<file path="src/rtl/bus_host_arbiter.sv">
// Round-robin arbiter sharing one req/gnt/rvalid device port between NrHosts hosts.
// An in-order ID FIFO routes each response back to the host that issued the request.
module bus_host_arbiter #(
  parameter int unsigned NrHosts        = 2,
  parameter int unsigned DataWidth      = 32,
  parameter int unsigned AddrWidth      = 32,
  parameter int unsigned MaxOutstanding = 2
) (
  input  logic                                   clk_sys_i,
  input  logic                                   rst_sys_ni,
  input  logic [NrHosts-1:0]                     host_req_i,
  output logic [NrHosts-1:0]                     host_gnt_o,
  input  logic [NrHosts*AddrWidth-1:0]           host_addr_i,
  input  logic [NrHosts-1:0]                     host_we_i,
  input  logic [NrHosts*DataWidth/8-1:0]         host_be_i,
  input  logic [NrHosts*DataWidth-1:0]           host_wdata_i,
  output logic [NrHosts-1:0]                     host_rvalid_o,
  output logic [DataWidth-1:0]                   host_rdata_o,
  output logic [NrHosts-1:0]                     host_err_o,
  output logic                                   dev_req_o,
  input  logic                                   dev_gnt_i,
  output logic [AddrWidth-1:0]                   dev_addr_o,
  output logic                                   dev_we_o,
  output logic [DataWidth/8-1:0]                 dev_be_o,
  output logic [DataWidth-1:0]                   dev_wdata_o,
  input  logic                                   dev_rvalid_i,
  input  logic [DataWidth-1:0]                   dev_rdata_i,
  input  logic                                   dev_err_i,
  output logic [$clog2(MaxOutstanding+1)-1:0]    outstanding_o,
  output logic                                   protocol_err_o
);

  localparam int unsigned IdxW = (NrHosts > 1) ? $clog2(NrHosts) : 1;
  localparam int unsigned CntW = $clog2(MaxOutstanding + 1);
  localparam int unsigned PtrW = (MaxOutstanding > 1) ? $clog2(MaxOutstanding) : 1;
  localparam int unsigned BeW  = DataWidth / 8;

  logic [IdxW-1:0] r_ptr;
  logic            r_lock;
  logic [IdxW-1:0] r_lock_idx;
  logic [IdxW-1:0] r_fifo [MaxOutstanding];
  logic [PtrW-1:0] r_head, r_tail;
  logic [CntW-1:0] r_count;
  logic            r_proto_err;

  logic [IdxW-1:0] w_scan, w_sel, w_mux, w_head_id;
  logic            w_found, w_full, w_empty, w_req, w_gnt, w_pop;
  int unsigned     w_idx;

  // First requester at or above the pointer, wrapping around.
  always_comb begin
    w_scan  = r_ptr;
    w_found = 1'b0;
    w_idx   = 0;
    for (int unsigned k = 0; k < NrHosts; k++) begin
      w_idx = (32'(r_ptr) + k) % NrHosts;
      if (!w_found && host_req_i[w_idx[IdxW-1:0]]) begin
        w_found = 1'b1;
        w_scan  = w_idx[IdxW-1:0];
      end
    end
  end

  assign w_sel     = r_lock ? r_lock_idx : w_scan;
  assign w_full    = (r_count == CntW'(MaxOutstanding));
  assign w_empty   = (r_count == '0);
  assign w_req     = (|host_req_i) & ~w_full;
  assign w_gnt     = w_req & dev_gnt_i;
  assign w_pop     = dev_rvalid_i & ~w_empty;
  assign w_mux     = w_req ? w_sel : '0;
  assign w_head_id = r_fifo[r_head];

  assign dev_req_o   = w_req;
  assign dev_addr_o  = host_addr_i[32'(w_mux) * AddrWidth +: AddrWidth];
  assign dev_we_o    = host_we_i[w_mux];
  assign dev_be_o    = host_be_i[32'(w_mux) * BeW +: BeW];
  assign dev_wdata_o = host_wdata_i[32'(w_mux) * DataWidth +: DataWidth];

  assign host_rdata_o   = dev_rdata_i;
  assign outstanding_o  = r_count;
  assign protocol_err_o = r_proto_err;

  always_comb begin
    host_gnt_o             = '0;
    host_rvalid_o          = '0;
    host_err_o             = '0;
    host_gnt_o[w_sel]      = w_gnt;
    host_rvalid_o[w_head_id] = w_pop;
    host_err_o[w_head_id]  = w_pop & dev_err_i;
  end

  // Arbitration state: pointer advances past the winner; lock pins a stalled selection.
  always_ff @(posedge clk_sys_i or negedge rst_sys_ni) begin
    if (!rst_sys_ni) begin
      r_ptr      <= '0;
      r_lock     <= 1'b0;
      r_lock_idx <= '0;
    end else if (w_gnt) begin
      r_lock <= 1'b0;
      if (w_sel == IdxW'(NrHosts - 1)) r_ptr <= '0;
      else                             r_ptr <= w_sel + 1'b1;
    end else if (w_req) begin
      r_lock     <= 1'b1;
      r_lock_idx <= w_sel;
    end
  end

  always_ff @(posedge clk_sys_i or negedge rst_sys_ni) begin
    if (!rst_sys_ni) begin
      r_head      <= '0;
      r_tail      <= '0;
      r_count     <= '0;
      r_proto_err <= 1'b0;
      for (int unsigned i = 0; i < MaxOutstanding; i++) r_fifo[i] <= '0;
    end else begin
      if (w_gnt) begin
        r_fifo[r_tail] <= w_sel;
        if (r_tail == PtrW'(MaxOutstanding - 1)) r_tail <= '0;
        else                                     r_tail <= r_tail + 1'b1;
      end
      if (w_pop) begin
        if (r_head == PtrW'(MaxOutstanding - 1)) r_head <= '0;
        else                                     r_head <= r_head + 1'b1;
      end
      if (w_gnt && !w_pop)      r_count <= r_count + 1'b1;
      else if (!w_gnt && w_pop) r_count <= r_count - 1'b1;
      if (dev_rvalid_i && w_empty) r_proto_err <= 1'b1;
    end
  end

endmodule

</file>
<file path="config.mk">
export PLATFORM = sky130hd
export DESIGN_NAME = bus_host_arbiter
export DESIGN_NICKNAME = d
export VERILOG_FILES = /design/src/rtl/bus_host_arbiter.sv
export SDC_FILE = /design/constraint.sdc
export NUM_CORES = 1
export LEC_CHECK = 0
export ABC_AREA = 1
export CAP_MARGIN = 20
export CORE_AREA = 2 2 110 112
export DETAILED_ROUTE_END_ITERATION = 8
export DIE_AREA = 0 0 112 114
export DONT_BUFFER_PORTS = 1
export PLACE_DENSITY = 0.36
export SYNTH_ARGS = -nofsm -noshare
export SYNTH_HDL_FRONTEND = slang
export SYNTH_SLANG_ARGS = --single-unit
</file>
<file path="constraint.sdc">
create_clock -name clk_sys_i -period 2.1 [get_ports clk_sys_i]
set_input_delay 0.525 -clock clk_sys_i [delete_from_list [all_inputs] [get_ports clk_sys_i]]
set_output_delay 0.525 -clock clk_sys_i [all_outputs]
set_load 0.02 [all_outputs]
</file>
==> metrics.csv, run 1 <==
stage;metric;value;unit
outcome;outcome;finished clean;
clock_tree;clk_pin_slew_worst_paths;0.04;ns
min_path;hold_class;input pin to flop;
timing;rsz0062_at_grt;yes;
logic_synthesis;syn_area_per_cell;6.907;sq um
timing;tightest_slew;0.5133;ns
finish;final_common_cell;nand2_1;
timing;fin_skew;0.001796;ns
global_route;grt_use_met1;11.09;%
pwr;leakage;1.058;nW
global_route;grt_first_pass_wirelength;8866;um
setup_path;rrSetupSlack;0.46;ns
global_route;use_met2;15.60;%
finish;antenna_cells;0;
detailed_routing;vias;1936;
timing;min_period_over_period;97.93;%
detailed_routing;viasPerCell;4.440;
finish;final_cell_mix;90 x nand2_1, 59 x nand2_2, 59 x nand3_2;
logic_synthesis;syn_nets;503;
min_path;holdPathEnd;protocol_err_o;
timing;hold_violations;0;
clock_tree;cts_max_level;1;
detailed_routing;firstDrtPassIters;4;
min_path;min_path_cells;1;
job;drv_cap;0;
placement;dp_hpwl;4864;um
logic_synthesis;syn_inst;325;
clock_tree;post_cts_buffers;0;
global_route;grt_use_total;8.687;%
placement;placed_area;2041;sq um
global_route;grt_busiest_layer;met2;
finish;drive_above_1_share;51.21;%
finish;nets;469;
clock_tree;clock-sinks;10;
floorplan;die_w;112;um
logic_synthesis;ys_ff_latch;10;
timing;period_needed;2.057;ns
setup_path;ff2ff_path_depth;6;
floorplan;num_rows;40;
setup_path;cp-end-kind;primary output;
setup_path;cp-start-kind;flop;
logic_synthesis;ys_warn_count;0;
finish;multiInputGateArea;1625;sq um
timing;slew_headroom;65.67;%
finish;area_delta_synth_final;4.515;%
logic_synthesis;syn_area;2245;sq um
timing;setup_viol;0;
pwr;power_density;1634;nW/um^2
setup_path;r2r-start;outstanding_o[1];
finish;final_cell_area;2346;sq um
pwr;power.total;3.833;mW
floorplan;design.core.area;11710;sq um
finish;fillers;1329;
global_route;antenna_found_initial;0;
detailed_routing;wl_per_cell;15.09;um
timing;timing.hold.ws;0.4549;ns
global_route;use_met3;1.169;%
placement;gp_congestion;0.7041;
placement;place_ws;0.04178;ns
finish;ff_latch_area;250.2;sq um
logic_synthesis;ys_seq_area_share;11.15;%
floorplan;start_util;19.17;%
setup_path;required;1.57;ns
placement;io_buffers;0;
setup_path;critPathMaxFanout;35;
global_route;grt_pass1_vias;1627;
floorplan;ios;288;
detailed_routing;drt_iter0_drc;66;
setup_path;cp.arrival;1.53;ns
clock_tree;clk_latency;0.23;ns
timing;timing.fmax;486.2;MHz
setup_path;crit_type;flop to primary output;
pwr;vdd_drop_max;0.7054;mV
global_route;overflow;0;
timing;report.final.slew_viol_count;0;
setup_path;rr_endpoint;outstanding_o[1];
min_path;hold_path_startpoint;dev_rvalid_i;
floorplan;chipHeight;114;um
timing;fin_ws;0.04340;ns
placement;placedCellCount;431;
detailed_routing;final_antenna_net_count;0;
clock_tree;cts_inserted_buffers;3;
logic_synthesis;netlist.area_leader.share;26.76;%
clock_tree;root_buffer;clkbuf_16;
clock_tree;cts_tree;built;
floorplan;dieArea;12770;sq um
logic_synthesis;yosysUniqueCellTypes;24;
logic_synthesis;synth_area_leader_cell;nand3_2;
detailed_routing;routed_wl;6580;um
finish;fin_cells;436;
clock_tree;cts_buffer_depth;2;
global_route;grt_max_degree;40;
detailed_routing;drc;0;
logic_synthesis;yosys-top-cells-area;nand3_2 27%, nand2_1 25%, buf_4 11%;
power by group:
part           switching, mW  internal [mW]  leakage [nW]  total (mW)
clock network         0.0836          0.247        0.0370       0.330
logic                   2.35          0.815         0.903        3.17
registers             0.0532          0.281         0.118       0.334
timing repair:
action / in CTS / in global routing
hold endpoints to repair: 10 / 0
pin swaps: 1 / 0
resized for setup: 10 / 60
cloned: 1 / 0
hold buffers: 1 / 0
endpoints found under the setup margin: 64 / 67
worst max-delay path, cell delays in order (launching register included):
cell,delay (ns)
dfrtp_1,0.39
nor2_2,0.12
nand2_2,0.09
nand2_8,0.13
buf_12,0.22
nand3_1,0.16
nand2_2,0.16
layer usage:
| layer | vias to the layer above | part of all wire [%] |
|---|---|---|
| met5 | - | 0 |
| met4 | 0 | 0.73 |
| met1 | 875 | 40 |
| met3 | 8 | 7.0 |
| met2 | 126 | 53 |
| li1 | 927 | - |
flip-flops by register name, indices dropped and copies added, names as in the netlist:
name            cells
protocol_err_o      1
r_lock              1
r_lock_idx          1
outstanding_o       2
r_tail              1
r_fifo              2
r_head              1
r_ptr               1
layout make-up:
cell class	instances	area share, %
multi-input cells	251	69.28
flip-flops and latches	10	10.67
well taps	147	7.840
repair buffers	14	7.040
clock buffers	3	3.200
inverters	11	1.973
cells in the mapped netlist:
cell and number:
o21ai_1 1, a21oi_1 1, xnor2_1 2, buf_12 7
nand2_4 2, nand2_8 1, inv_1 9, nor3_1 2
a31o_2 1, nor2_1 6, nor2_2 1, nand3_1 12
dfrtp_1 10, xor2_1 2, buf_4 34, inv_2 1
nand3_2 60, o21ai_0 5, inv_6 1, buf_6 12
nand2_2 2, ha_1 1, buf_2 1, nand2_1 151
how the worst max path moves through the flow:
stage / start / end / slack (ns) / cells past startpoint
final: r_lock / dev_wdata_o[16] / 0.04 / 6
after global routing: r_lock / dev_addr_o[19] / -0.04 / 6
after CTS: r_lock / dev_wdata_o[9] / 0.007 / 6
after detailed placement: host_req_i[1] / dev_wdata_o[7] / 0.04 / 7
after global placement: host_req_i[1] / dev_wdata_o[25] / 0.06 / 7
after floorplan: outstanding_o[0] / host_gnt_o[1] / 0.23 / 7
metrics by stage:
| stage | setup TNS [ns] | utilization (%) |
|---|---|---|
| global placement | 0 | 17.43 |
| detailed placement | 0 | 17.43 |
| finish | 0 | 20.03 |
| CTS | 0 | 18.61 |
| floorplan | 0 | - |
| global route | -0.2154 | 20.03 |
cell families after synthesis:
logic type | share of synthesized area (%)
AO/OA/AOI/OAI | 1.950
XOR/XNOR | 1.561
AND/OR/NAND/NOR | 58.86
adder cells (fa/ha/maj) | 0.5573
buffers and inverters | 25.92
flip-flops | 11.15
No activity file was read; power rests on OpenSTA's default activity.
==> run 2, diff against run 1 <==
Settings changed: CTS_CLUSTER_SIZE set to 8, SLEW_MARGIN set to 20.
==> results of run 2 <==
Same layout as run 1: the final DEF is identical, and so are final timing and power.
